## src/rtl/if_fetch_pkg.sv

```systemverilog
// Shared definitions for the instruction-fetch stage: bus widths, read encoding,
// the default NOP word and the fetch FSM state encodings.
package if_fetch_pkg;

    localparam int ADDR_W = 30;
    localparam int DATA_W = 32;

    localparam logic READ = 1'b1;

    localparam logic [DATA_W-1:0] NOP_INSN_DEFAULT = 32'h0000_0000;

    typedef enum logic [1:0] {
        FETCH_REQ    = 2'd0,
        FETCH_ACCESS = 2'd1,
        FETCH_HOLD   = 2'd2
    } fetch_state_t;

endpackage

```

## src/rtl/if_fetch.sv

```systemverilog
// Instruction-fetch stage: owns the PC, masters the bus and drives the IF/ID register.
// Define IF_INSN_BUF_EN to add a one-entry buffer that keeps a word fetched during stall.
module if_fetch
    import if_fetch_pkg::*;
#(
    parameter logic [ADDR_W-1:0] RESET_VECTOR = 30'h0000_0000,
    parameter logic [DATA_W-1:0] NOP_INSN     = NOP_INSN_DEFAULT
) (
    input  logic              clk,
    input  logic              reset,
    input  logic              stall,
    input  logic              flush,
    input  logic [ADDR_W-1:0] new_pc,
    input  logic              br_taken,
    input  logic [ADDR_W-1:0] br_addr,
    output logic              bus_req_,
    input  logic              bus_grnt_,
    output logic              bus_as_,
    output logic              bus_rw,
    output logic [ADDR_W-1:0] bus_addr,
    output logic [DATA_W-1:0] bus_wr_data,
    input  logic [DATA_W-1:0] bus_rd_data,
    input  logic              bus_rdy_,
    output logic [ADDR_W-1:0] if_pc,
    output logic [DATA_W-1:0] if_insn,
    output logic              if_en,
    output logic              busy
);

    fetch_state_t      state;
    logic [ADDR_W-1:0] pc;
    logic              discard;
    logic              redirect;
    logic              complete;

`ifdef IF_INSN_BUF_EN
    logic [DATA_W-1:0] buf_insn;
`endif

    assign bus_rw      = READ;
    assign bus_wr_data = '0;

    // A redirect must not let a fresh access start from the stale PC.
    assign redirect = flush || (br_taken && !stall);
    assign complete = (state == FETCH_ACCESS) && !bus_rdy_;

    always_ff @(posedge clk) begin
        if (reset) begin
            state    <= FETCH_REQ;
            pc       <= RESET_VECTOR;
            discard  <= 1'b0;
            if_pc    <= '0;
            if_insn  <= NOP_INSN;
            if_en    <= 1'b0;
            bus_req_ <= 1'b1;
            bus_as_  <= 1'b1;
            bus_addr <= '0;
            busy     <= 1'b0;
        end else begin
            bus_as_ <= 1'b1;
            case (state)
                FETCH_REQ: begin
                    bus_req_ <= 1'b0;
                    if (!bus_grnt_ && !redirect) begin
                        state    <= FETCH_ACCESS;
                        bus_as_  <= 1'b0;
                        bus_addr <= pc;
                        busy     <= 1'b1;
                    end
                end
                FETCH_ACCESS: begin
                    if (complete) begin
                        state   <= FETCH_REQ;
                        busy    <= 1'b0;
                        discard <= 1'b0;
`ifdef IF_INSN_BUF_EN
                        if (stall && !flush && !discard) begin
                            state    <= FETCH_HOLD;
                            bus_req_ <= 1'b1;
                        end
`endif
                    end else if (redirect) begin
                        // The access runs to completion; only its data is dropped.
                        discard <= 1'b1;
                    end
                end
`ifdef IF_INSN_BUF_EN
                FETCH_HOLD: begin
                    if (flush || !stall) begin
                        state    <= FETCH_REQ;
                        bus_req_ <= 1'b0;
                    end
                end
`endif
                default: state <= FETCH_REQ;
            endcase

            if (flush) begin
                pc      <= new_pc;
                if_en   <= 1'b0;
                if_insn <= NOP_INSN;
            end else if (stall) begin
`ifdef IF_INSN_BUF_EN
                if (complete && !discard) begin
                    buf_insn <= bus_rd_data;
                    pc       <= pc + 30'd1;
                end
`endif
            end else if (br_taken) begin
                pc      <= br_addr;
                if_en   <= 1'b0;
                if_insn <= NOP_INSN;
            end else if (complete && !discard) begin
                if_insn <= bus_rd_data;
                if_pc   <= pc + 30'd1;
                if_en   <= 1'b1;
                pc      <= pc + 30'd1;
`ifdef IF_INSN_BUF_EN
            end else if (state == FETCH_HOLD) begin
                // PC already advanced when the word was buffered.
                if_insn <= buf_insn;
                if_pc   <= pc;
                if_en   <= 1'b1;
`endif
            end else begin
                if_en   <= 1'b0;
                if_insn <= NOP_INSN;
            end
        end
    end

endmodule

```

## config.mk

```make
export PLATFORM = sky130hd
export DESIGN_NAME = if_fetch
export DESIGN_NICKNAME = d
export VERILOG_FILES = /design/src/rtl/if_fetch_pkg.sv /design/src/rtl/if_fetch.sv
export SDC_FILE = /design/constraint.sdc
export NUM_CORES = 1
export LEC_CHECK = 0
export CORE_ASPECT_RATIO = 0.7
export CORE_UTILIZATION = 45
export DETAILED_ROUTE_END_ITERATION = 6
export GPL_ROUTABILITY_DRIVEN = 0
export PLACE_DENSITY = 0.77
export SLEW_MARGIN = 10
export SYNTH_ARGS = -nofsm -noshare
export SYNTH_HDL_FRONTEND = slang
export SYNTH_SLANG_ARGS = --single-unit
```

## constraint.sdc

```tcl
create_clock -name clk -period 2.5 [get_ports clk]
set_clock_uncertainty 0.1 [all_clocks]
set_input_delay 0.25 -clock clk [delete_from_list [all_inputs] [get_ports clk]]
set_output_delay 0.25 -clock clk [all_outputs]
set_load 0.005 [all_outputs]
```

==> results of run 1 <==
==> cell families (layout without fill, tap and decap cells) <==
kind of cell    Yosys count  count (layout)  share of synthesized area [%]
buf+inv                 114             300                           9.42
simple gates            271             271                           20.0
flops                   127             127                           42.1
fa+ha+maj                 1               1                          0.207
compound gates          203             203                           22.8
xor+xnor                 26              26                           3.77
other cells               2              33                          0.124
mux                       9               9                           1.51
==> worst min-delay path: stages <==
cell and delay, ns:
buf_2 0.14, nor2_1 0.12, o21ai_0 0.10, o21ai_1 0.06
==> Yosys cell counts, types with 5 or more instances <==
library cell / number / area share, %
a211oi_1: 35 / 4.3
nand2_1: 102 / 6.3
a221o_1: 7 / 1.2
a22oi_1: 38 / 4.7
dfxtp_1: 127 / 42
nor3_1: 17 / 1.4
o21ai_0: 20 / 1.7
xor2_1: 8 / 1.2
a31oi_1: 5 / 0.52
clkbuf_1: 55 / 3.4
mux2i_1: 8 / 1.3
a21oi_1: 55 / 4.6
inv_1: 12 / 0.75
nand3_1: 13 / 1.1
buf_4: 36 / 4.5
xnor2_1: 18 / 2.6
a221oi_1: 6 / 0.87
nor2_1: 99 / 6.2
nand4_1: 9 / 0.93
o22ai_1: 6 / 0.62
nor4_1: 6 / 0.62
==> power by group <==
group | internal, mW | total [mW] | switching [mW]
Clock | 1.47 | 2.42 | 0.951
Sequential | 2.11 | 2.19 | 0.0782
Combinational | 0.403 | 0.777 | 0.374
Total | 3.98 | 5.39 | 1.40
==> path summary, 6_finish.rpt <==
check | startpoint | end | slack, ns | depth (start not counted)
setup / recovery | pc[11] | pc[27] | 0.14 | 5
hold / removal | reset | pc[17] | 0.21 | 4
setup reg to reg | pc[11] | pc[27] | 0.14 | 5
hold reg to reg | bus_req_ | bus_req_ | 0.34 | 2
==> routing by layer <==
metal	wire, um	GRT usage [%]	vias to the layer above
met5	0	0	-
met4	244	7.61	0
met3	1730	7.87	25
met2	8310	42.7	303
met1	9130	41.0	2893
li1	-	-	3011
==> state kept, by name (all words and copies together) (netlist names) <==
| register | count |
|---|---|
| pc | 30 |
| bus_as_ | 1 |
| discard | 1 |
| if_insn | 32 |
| bus_req_ | 1 |
| busy | 1 |
| if_pc | 30 |
| if_en | 1 |
| bus_addr | 30 |
==> per-stage QoR <==
stage          setup WS, ns  hold slack (ns)  utilization (%)  std cells  area [sq um]
5_1_grt              0.0181            0.214             67.5       1136          8860
3_5_place_dp          0.141            0.333             63.0       1104          8280
4_1_cts              0.0924            0.189             67.4       1136          8850
2_1_floorplan         0.201            0.294                -        784          6160
6_report              0.143            0.209             67.5       1136          8860
3_3_place_gp          0.224            0.339             63.0       1104          8280
==> final cells by class <==
type	count	share of cell area [%]
Clock inverter	13	1.59
Sequential cell	127	28.7
Tap cell	166	2.34
Timing Repair Buffer	254	27.2
Inverter	14	0.593
Multi-Input combinational cell	543	34.7
Clock buffer	19	4.88
==> layout by cell type (no fill, tap or decap), drive strengths merged, types with 3 or more instances in the layout <==
cell type	synthesis	layout
nor2	99	99
and4	3	3
xor2	8	8
a32o	3	3
buf	44	61
xnor2	18	18
a22oi	38	38
and3	4	4
nand3	13	13
a221o	7	7
o22ai	6	6
clkdlybuf4s50	0	193
a21oi	55	55
nand2	102	102
a31oi	5	5
conb	2	33
nor4	8	8
o21ai	23	23
a211oi	36	36
a211o	3	3
a221oi	6	6
mux2i	8	8
nor3	19	19
dfxtp	127	127
clkinv	1	8
or4	4	4
clkinvlp	0	3
inv	13	14
nand4	10	10
clkbuf	56	19
==> flow_summary.json, run 1 <==
{
  "tns_ns": 0,
  "rsz0062_at_grt": "false",
  "ant_nets": 0,
  "multi_input_area_sq_mm": 0.00308,
  "grt_max_degree": 57,
  "cts_buffers": 17,
  "syn_inst": 753,
  "remaining_drc_errors": 0,
  "maxSlewHeadroom_pct": 62.5,
  "initial_core_util_pct": 46.0,
  "fin_nets": 1057,
  "cp.arrival_ns": 2.55,
  "antenna_found_initial": 0,
  "synth_edf_count": 0,
  "avgRoutedWirePerCell_um": 17.1,
  "io_pins": 228,
  "cts_resized": 0,
  "ir_worst_vdd_uv": 465,
  "seq_area_sq_mm": 0.00254,
  "nFillCells": 1087,
  "portBuffers": 194,
  "cp.required_ns": 2.69,
  "hpwl_um": 14100,
  "grt_util_all_layers_pct": 28.8,
  "via_per_inst": 5.49,
  "num_vias": 6232,
  "synthDistinctLibCells": 65,
  "clk_latency_ns": 0.42,
  "ys.flop_type": "dfxtp_1",
  "drt_iter0_markers": 572,
  "finalHoldViolations": 0,
  "area_delta_synth_final_pct": 46.7,
  "row_count": 35,
  "ys_seq_elements": 127,
  "first_pass_iters": 7,
  "power_mw": 5.39,
  "cap_violations": 0,
  "fp.dieArea_sq_mm": 0.0139,
  "cts_hold_buf": 0,
  "setup_viol": 0,
  "cp_max_fo": 5,
  "power_leakage_nw": 3.17,
  "drive_above_1_share_pct": 10.8,
  "cp_top_family": "simple AND/OR/NAND/NOR gates",
  "grt_overflow_total": 0,
  "drt_wl_total_um": 19400,
  "cp_num_buf_inv": 0,
  "cts_sinks": 127,
  "die_x_um": 140,
  "power.density_mw_per_mm2": 608,
  "worst_pin_slew_ns": 0.558,
  "core_sq_mm": 0.0131,
  "fin_crit_sh_pct": 94.3,
  "run_status": "completed",
  "cts_htree_levels": 4,
  "post_cts_buffers": 0,
  "ys_seq_area_share_pct": 42.1,
  "hold_class": "input pin to flip-flop",
  "antennaDiodeCount": 0,
  "path_cells": "nand4_2 -> or4_4 -> or4_4 -> a221oi_1 -> a21oi_1",
  "grt_pass1_vias": 5905,
  "drv_slew": 0,
  "dieHeight_um": 98.9,
  "startpoint_type": "flip-flop",
  "cpMostUsedCell": "or4_4",
  "netlist_area_sq_mm": 0.00604,
  "clock_path_buffers": 2,
  "maxClockFrequency_ghz": 0.424,
  "critical_path_class": "flip-flop to flip-flop",
  "postSynthAreaPerCell_sq_um": 8.02,
  "cts_tree": "built",
  "cts-root-buf": "clkbuf_16",
  "grt_first_pass_wirelength_um": 31300,
  "min_period_ns": 2.36,
  "synthArstFlopShare_pct": 0,
  "ys.warnings.count": 0,
  "max_stage_delay_ns": 0.60,
  "endpoint_kind": "flip-flop",
  "clk_transition_reported_paths_ns": 0.06,
  "cpMaxStageDelayCell": "or4_4"
}
(Power assumes the default switching activity.)
==> run 2, diff against run 1 <==
--- a/config.mk
+++ b/config.mk
@@ -5,6 +5,8 @@
 export SDC_FILE = /design/constraint.sdc
 export NUM_CORES = 1
 export LEC_CHECK = 0
+export ABC_CLOCK_PERIOD_IN_PS = 2500
+export CAP_MARGIN = 20
 export CORE_ASPECT_RATIO = 0.7
 export CORE_UTILIZATION = 45
 export DETAILED_ROUTE_END_ITERATION = 6
==> results of run 2 <==
No change in the layout: final DEF, timing and power equal those of run 1.
==> run 3, diff against run 2 <==
--- a/config.mk
+++ b/config.mk
@@ -10,7 +10,6 @@
 export CORE_ASPECT_RATIO = 0.7
 export CORE_UTILIZATION = 45
 export DETAILED_ROUTE_END_ITERATION = 6
-export GPL_ROUTABILITY_DRIVEN = 0
 export PLACE_DENSITY = 0.77
 export SLEW_MARGIN = 10
 export SYNTH_ARGS = -nofsm -noshare
==> results of run 3 <==
No change in the layout: final DEF, timing and power equal those of run 1.
